**config.mk**
```make
export PLATFORM = sky130hd
export DESIGN_NAME = bcd_sci_counter
export DESIGN_NICKNAME = d
export VERILOG_FILES = /design/src/rtl/bcd_sci_counter.sv
export SDC_FILE = /design/constraint.sdc
export NUM_CORES = 1
export LEC_CHECK = 0
export BUFFER_PORTS_ARGS = -buffer_cell sky130_fd_sc_hd__buf_2
export CORE_ASPECT_RATIO = 0.5
export CORE_MARGIN = 3
export CORE_UTILIZATION = 55
export CTS_BUF_LIST = sky130_fd_sc_hd__clkbuf_4
export CTS_CLUSTER_SIZE = 24
export DETAILED_ROUTE_END_ITERATION = 16
export HOLD_SLACK_MARGIN = 0.08
export PLACE_DENSITY = 0.75
export SYNTH_ARGS = -nofsm -noshare
export SYNTH_HDL_FRONTEND = slang
export SYNTH_SLANG_ARGS = --single-unit
export TNS_END_PERCENT = 30
```
**constraint.sdc**
```tcl
create_clock -name clk -period 15 [get_ports clk]
set_input_delay 1.5 -clock clk [delete_from_list [all_inputs] [get_ports clk]]
set_output_delay 1.5 -clock clk [all_outputs]
set_load 0.05 [all_outputs]
```
**src/rtl/bcd_sci_counter.sv**
```systemverilog
// BCD event counter with a scientific-notation display (mantissa digits, 'E', one exponent digit).
// The live count ripples on en; the display registers capture the post-increment mantissa/exponent.
module bcd_sci_counter #(
    parameter int DIGITS   = 11,
    parameter int MANT     = 2,
    parameter bit SATURATE = 1'b0
) (
    input  logic                  clk,
    input  logic                  rst,
    input  logic                  en,
    input  logic                  clr,
    input  logic                  freeze,
    output logic [4*DIGITS-1:0]   count_bcd,
    output logic [4*MANT-1:0]     mant_bcd,
    output logic [3:0]            exp_bcd,
    output logic                  ovf,
    output logic [7*(MANT+2)-1:0] sev_seg
);

    localparam logic [6:0]          BCD_E     = 7'h79;
    localparam logic [4*DIGITS-1:0] ALL_NINES = {DIGITS{4'h9}};

    logic [4*DIGITS-1:0] r_count;
    logic [4*MANT-1:0]   r_mant;
    logic [3:0]          r_exp;
    logic                r_ovf;

    logic [4*DIGITS-1:0] w_inc;
    logic [4*DIGITS-1:0] w_next;
    logic                w_all9;
    logic [3:0]          w_exp;
    logic [4*MANT-1:0]   w_mant;

    function automatic logic [6:0] seven_seg(input logic [3:0] d);
        case (d)
            4'd0:    seven_seg = 7'h3F;
            4'd1:    seven_seg = 7'h06;
            4'd2:    seven_seg = 7'h5B;
            4'd3:    seven_seg = 7'h4F;
            4'd4:    seven_seg = 7'h66;
            4'd5:    seven_seg = 7'h6D;
            4'd6:    seven_seg = 7'h7D;
            4'd7:    seven_seg = 7'h07;
            4'd8:    seven_seg = 7'h7F;
            4'd9:    seven_seg = 7'h6F;
            default: seven_seg = 7'h00;
        endcase
    endfunction

    // NOTE: w_inc takes a full default before the loop, so no latch is inferred.
    always_comb begin
        logic carry;
        carry = 1'b1;
        w_inc = r_count;
        for (int i = 0; i < DIGITS; i++) begin
            if (carry) begin
                if (r_count[4*i +: 4] == 4'd9) begin
                    w_inc[4*i +: 4] = 4'd0;
                end else begin
                    w_inc[4*i +: 4] = r_count[4*i +: 4] + 4'd1;
                    carry = 1'b0;
                end
            end
        end
    end

    assign w_all9 = (r_count == ALL_NINES);
    // In wrap mode the ripple already produces all zeros from all nines.
    assign w_next = (SATURATE && w_all9) ? r_count : w_inc;

    always_comb begin
        int msd;
        int e;
        msd = 0;
        for (int i = 0; i < DIGITS; i++) begin
            if (w_next[4*i +: 4] != 4'd0) begin
                msd = i;
            end
        end
        e      = (msd > MANT - 1) ? msd - (MANT - 1) : 0;
        w_exp  = 4'(e);
        w_mant = '0;
        for (int j = 0; j < MANT; j++) begin
            w_mant[4*j +: 4] = w_next[4*(e + j) +: 4];
        end
    end

    // NOTE: non-blocking assignments keep every register sampling pre-edge values.
    always_ff @(posedge clk) begin
        if (rst) begin
            r_count <= '0;
            r_ovf   <= 1'b0;
            r_mant  <= '0;
            r_exp   <= 4'd0;
        end else if (clr) begin
            r_count <= '0;
            r_ovf   <= 1'b0;
        end else if (en) begin
            r_count <= w_next;
            if (w_all9) begin
                r_ovf <= 1'b1;
            end
            if (!freeze) begin
                r_mant <= w_mant;
                r_exp  <= w_exp;
            end
        end
    end

    always_comb begin
        sev_seg        = '0;
        sev_seg[6:0]   = seven_seg(r_exp);
        sev_seg[13:7]  = BCD_E;
        for (int j = 0; j < MANT; j++) begin
            sev_seg[7*(j+2) +: 7] = seven_seg(r_mant[4*j +: 4]);
        end
    end

    assign count_bcd = r_count;
    assign mant_bcd  = r_mant;
    assign exp_bcd   = r_exp;
    assign ovf       = r_ovf;

endmodule

```
==> results of run 1 <==
-- critical path: stages, from the launching register on --
cell and delay (ps):
dfxtp_1 460, ha_1 280, nand4b_1 370, or4_4 780, nor4_4 560, mux2i_2 720
nand2_1 600, inv_2 380, ha_1 290, or2_2 180, a21boi_0 580, o31ai_1 320
a21oi_2 790, o211ai_1 230, a211oi_1 390, nand2_1 90, and3_1 250, nor2_1 240
inv_1 130, ha_1 310, o311ai_1 280
-- stage by stage --
stage | instance area (sq um) | setup WS (ps) | util [%] | power [mW]
final | 6840 | 6670 | 61.4 | 0.616
after global routing | 6840 | 6010 | 61.4 | 0.645
after CTS | 6840 | 6760 | 61.4 | 0.613
after detailed placement | 6700 | 6800 | 60.1 | 0.474
after global placement | 6700 | 7160 | 60.1 | 0.477
after floorplan | 6400 | 8490 | - | 0.422
-- state kept, by name, indices dropped and copies added (netlist names) --
register / flops
ovf: 1
count_bcd: 44
mant_bcd: 8
exp_bcd: 4
sev_seg: 21
-- path summary, 6_finish.rpt --
check           endpoint         start
max          sev_seg[24]  count_bcd[0]
min                  ovf           ovf
max reg2reg  sev_seg[24]  count_bcd[0]
min reg2reg          ovf           ovf
-- layout by cell type, fill, tap and decap left out, types with 23 or more instances in the layout --
master,count
mux2i_1,32
dfxtp_1,78
nand3_1,30
ha_1,23
a211oi_1,28
buf_2,82
nor2_1,95
inv_1,28
nand2_1,77
a21oi_1,39
o21ai_0,33
xnor2_1,32
-- cell type report --
type                    count  area [sq um]
flip-flops and latches     78          1560
repair buffers             87           448
well taps                 145           181
inverters                  30           113
fillers                  1028          4310
clock buffers              10          75.1
clock inverters             6          70.1
multi-input cells         656          4390
-- cell families after synthesis --
kind of cell / Yosys count
AOI/OAI and AO/OA: 208
DFF: 78
buffers and inverters: 96
muxes: 39
other: 2
and+or+nand+nor: 330
adders and majority gates: 23
xor gates and xnor gates: 49
-- per-layer routing --
metal	up-vias	global-route usage (%)	wire (um)
li1	3063	-	-
met1	2922	44.7	9720
met2	256	39.4	7350
met3	24	9.21	1880
met4	0	5.32	207
met5	-	0	0
-- power breakdown --
group | internal (mW) | switching, mW
combinational | 0.0712 | 0.179
clock | 0.0538 | 0.0846
sequential | 0.219 | 0.00827
==> results.toml, run 1 <==
[yosys]
synth_mux_area_share_pct = 6.36
yosysWarnings = 0
synth_common_cells = "nor2_1 (95), dfxtp_1 (78), nand2_1 (77)"
syn_avg_cell_area_sq_um = 7.73
ys.flop_type = "dfxtp_1"
synthCells = 825
synth_area_leaders = "dfxtp_1 (24%), nor2_1 (5.6%), mux2i_1 (5.0%)"
yosysMostFrequentCell = "nor2_1"
ys_seq_elements = 78
synth_top_family_by_area = "simple AND/OR/NAND/NOR gates"
synth_edf_count = 0
synth_top_area_cell = "dfxtp_1"
synth_compound_area_share_pct = 24.0
synthAdderAreaFrac_pct = 4.51
synthesis.area_sq_mm = 0.00638
yosys.area_share.simple_pct = 26.8
synth_cell_types = 92
synth_top_area_share_pct = 24.5
yosysSeqAreaShare_pct = 24.5
ys_async_sr_fraction_pct = 0
synth_xor_area_share_pct = 6.73

[timing]
maxSlewHeadroom_pct = 38.0
fin_crit_ps = 8330
holdWs_ps = 487
period_share_pct = 55.5
setup_violations = 0
fin_worst_skew_ps = 18.8
final.setup.tns_ps = 0
rsz0062_at_grt = "no"
fmax_mhz = 120
hold_viol = 0
finalMaxSlewViolations = 0
worst_slew_pin_slew_ps = 929

[worst_hold_path]
min_delay_path_depth = 2
hp-class = "register to register"

[pwr]
p_leak_nw = 2.68
ir_drop_v = 0.0000687
power_density_mw_per_mm2 = 90.0

[clock_tree]
cts_max_level = 3
cts_setup_buffers = 0
cts.hold.buffers_added = 0
cts_buffers = 9
clk_pin_slew_ps = 140
cts_resized = 0
clock-sinks = 78
clock_path_buffers = 2
clockRootBuffer = "clkbuf_4"
cts_tree = "yes"
clk_latency_ps = 460

[outcome]
status = "completed"

[cells_and_area]
drive_gt1_share_pct = 16.3
nNetsFinal = 890
num_antenna_cells = 0
area_growth_syn_to_layout_pct = 7.28
final_cell_count_no_fill = 1012

[die]
die_area_sq_mm = 0.0130
core_area_sq_mm = 0.0111
start_util_pct = 57.2
boundaryPins = 90
std_cell_rows = 27
die_h_um = 82.2
die_w_um = 158

[detailed_routing]
vias_per_cell = 6.19
vias = 6265
wire_per_inst_um = 18.9
routed_wl_um = 19200
ant_nets = 0
first_pass_iters = 5
drc = 0
drt_iter0_markers = 641

[setup_path]
cp_max_fo = 18
r2r_slack_ps = 6670
cp.required_ps = 15370
cp.arrival_ps = 8700
end_kind = "register"
critical_path_class = "register to register"
critPathLaunchType = "register"
reg2reg_depth = 20

[global_route]
grt_max_degree = 63
grt_usage_pct = 29.2
antenna_found_initial = 0
overflow = 0
grt_pass1_wl_um = 29600
grt_pass1_vias = 5311

[placement]
dp_hpwl_um = 14400
portBuffers = 82
placed_cells = 996
place_congestion = 0.988

[job]
max_cap_violations = 0
(Power assumes the default switching activity.)
==> run 2: changes to the inputs <==
- ABC_AREA: not set -> 1
- clock period: 15 -> 8.6 ns (I/O delays scaled with it)
==> results.toml, run 2 <==
[setup_path]
cpMaxStageDelayCell = "dfxtp_1"
end_kind = "register"
cp_common_cell = "nand2_1"
r2r-end = "sev_seg[17]"
cp.arrival_ps = 6710
cp.required_ps = 8980
cp_max_fo = 50
critical_path_class = "register to register"
crit-reg2reg-launch = "count_bcd[0]"
r2r_slack_ps = 2270
reg2reg_depth = 34
critPathLaunchType = "register"
slowest_delay_ps = 470

[cells_and_area]
final_cell_mix = "nand2_1 (296), inv_1 (122), nand3_1 (96), buf_2 (82), dfxtp_1 (78)"
fillers = 1096
layout_commonest_cell = "nand2_1"
area_growth_syn_to_layout_pct = 9.26
num_antenna_cells = 0
largest_register_ffs = 44
nNetsFinal = 1128
drive_gt1_share_pct = 20.0

[worst_hold_path]
hp-start = "ovf"
hp-class = "register to register"
min_delay_path_depth = 2
holdPathEnd = "ovf"

[global_route]
grt_usage_pct = 27.5
use_met3_pct = 5.38
busiest_layer = "met2"
grt_pass1_vias = 5910
grt_util_met2_pct = 43.0
antenna_found_initial = 0
overflow = 0
grt.met1_usage_pct = 39.3
grt_max_degree = 61
grt_pass1_wl_um = 29600

[yosys]
synthCells = 1035
synth_top_area_cell = "dfxtp_1"
ys_seq_elements = 78
synth_cell_types = 45
yosysMostFrequentCell = "nand2_1"
ys.flop_type = "dfxtp_1"
syn_avg_cell_area_sq_um = 6.21
synth_area_leaders = "dfxtp_1 (24%), nand2_1 (17%), nand3_1 (7.5%)"
synthesis.area_sq_mm = 0.00643
synth_top_area_share_pct = 24.3
synth_edf_count = 0
synth_common_cells = "nand2_1 (296), inv_1 (122), nand3_1 (96)"
yosysWarnings = 0
yosysSeqAreaShare_pct = 24.3
ys_async_sr_fraction_pct = 0

[clock_tree]
clockRootBuffer = "clkbuf_4"
clock_path_buffers = 2
cts_setup_buffers = 0
cts_buffers = 9
cts_max_level = 3
cts_tree = "yes"
cts.hold.buffers_added = 0
clk_latency_ps = 440
clk_pin_slew_ps = 140
clock-sinks = 78
cts_resized = 0

[pwr]
finalPower_mw = 1.24
ir_drop_v = 0.000159
p_leak_nw = 3.89
power_density_mw_per_mm2 = 177

[timing]
setup_violations = 0
period_share_pct = 73.6
worst_slew_pin_slew_ps = 1100
final.setup.tns_ps = 0
rsz0062_at_grt = "no"
maxSlewHeadroom_pct = 26.6
fin_worst_skew_ps = 18.3
finalMaxSlewViolations = 0
fmax_mhz = 158
hold_viol = 0
fin_crit_ps = 6330

[detailed_routing]
wire_per_inst_um = 14.2
drt_iter0_markers = 792
drc = 0
routed_wl_um = 18000
vias = 6702
first_pass_iters = 5
ant_nets = 0
vias_per_cell = 5.30

[die]
std_cell_rows = 27
core_area_sq_mm = 0.0112
boundaryPins = 90
die_h_um = 82.5
die_area_sq_mm = 0.0131
start_util_pct = 57.5
die_w_um = 159

[job]
max_cap_violations = 0

[placement]
dp_hpwl_um = 13600
portBuffers = 82
place_congestion = 0.976

[outcome]
status = "completed"
run 2: cell count changes in the layout (fill, tap and decap cells not counted), moves of 15 or more:
cell / delta
xnor2_1: -31
inv_1: +94
nand2_1: +219
nand2_2: +29
nand3_1: +66
inv_2: +32
o21ai_0: +42
mux2i_1: -32
a211oi_1: -26
nor2_1: -20
a21oi_1: +22
nor2_4: +15
run 2: area by class of cell:
| type | instances | area, sq um | share of cell area [%] |
|---|---|---|---|
| multi-input cells | 768 | 4080 | 58.0 |
| flip-flops and latches | 78 | 1560 | 22.2 |
| inverters | 158 | 594 | 8.46 |
| repair buffers | 85 | 433 | 6.16 |
| well taps | 159 | 199 | 2.83 |
| clock inverters | 6 | 85.1 | 1.21 |
| clock buffers | 10 | 75.1 | 1.07 |
run 2: metal layers:
metal	wire length, um	vias up	part of all wire [%]
met2	7330	295	41
met4	272	0	1.5
li1	-	3389	-
met5	0	-	0
met3	1590	27	8.8
met1	8780	2991	49
run 2: kinds of logic (layout without fill, tap and decap cells):
kind of cell             count (synthesis)  in the layout  share of synthesized area, %
adder cells (fa/ha/maj)                 23             23                          4.48
XOR/XNOR                                 9              9                          1.23
flip-flops                              78             78                          24.3
AND/OR/NAND/NOR                        567            567                          43.8
other                                    2              7                         0.117
AO/OA/AOI/OAI                          162            162                          13.4
buffers and inverters                  194            259                          12.7
run 2: how the worst max path moves through the flow:
| stage | from | endpoint | slack [ps] |
|---|---|---|---|
| 6_report | count_bcd[0] | sev_seg[17] | 2270 |
| 5_1_grt | count_bcd[0] | sev_seg[17] | 1800 |
| 4_1_cts | count_bcd[0] | sev_seg[17] | 2430 |
| 3_5_place_dp | count_bcd[0] | sev_seg[15] | 2520 |
| 3_3_place_gp | count_bcd[0] | sev_seg[17] | 2660 |
| 2_1_floorplan | count_bcd[0] | sev_seg[15] | 3690 |
run 2: metrics by stage:
stage | utilization (%) | std cells | cell area [sq um] | setup WS, ps | hold slack [ps]
floorplan | - | 1040 | 6450 | 3690 | 733
detailed placement | 61.4 | 1248 | 6870 | 2520 | 460
global placement | 61.4 | 1248 | 6870 | 2660 | 446
finish | 62.8 | 1264 | 7030 | 2270 | 484
CTS | 62.8 | 1264 | 7030 | 2430 | 490
global route | 62.8 | 1264 | 7030 | 1800 | 542
run 2: critical path, delay by kind of cell, from the launching register on:
family | cells | cell delay [ps]
and+or+nand+nor | 26 | 3720
AOI/OAI and AO/OA | 1 | 410
DFF | 1 | 470
buffers and inverters | 4 | 850
adders and majority gates | 3 | 800
run 2: where the power goes:
part / internal [mW] / total, mW / switching, mW / leakage (nW)
Clock: 0.121 / 0.260 / 0.139 / 0.0844
Combinational: 0.144 / 0.569 / 0.425 / 3.17
Sequential: 0.393 / 0.412 / 0.0192 / 0.638
Total: 0.658 / 1.24 / 0.583 / 3.89
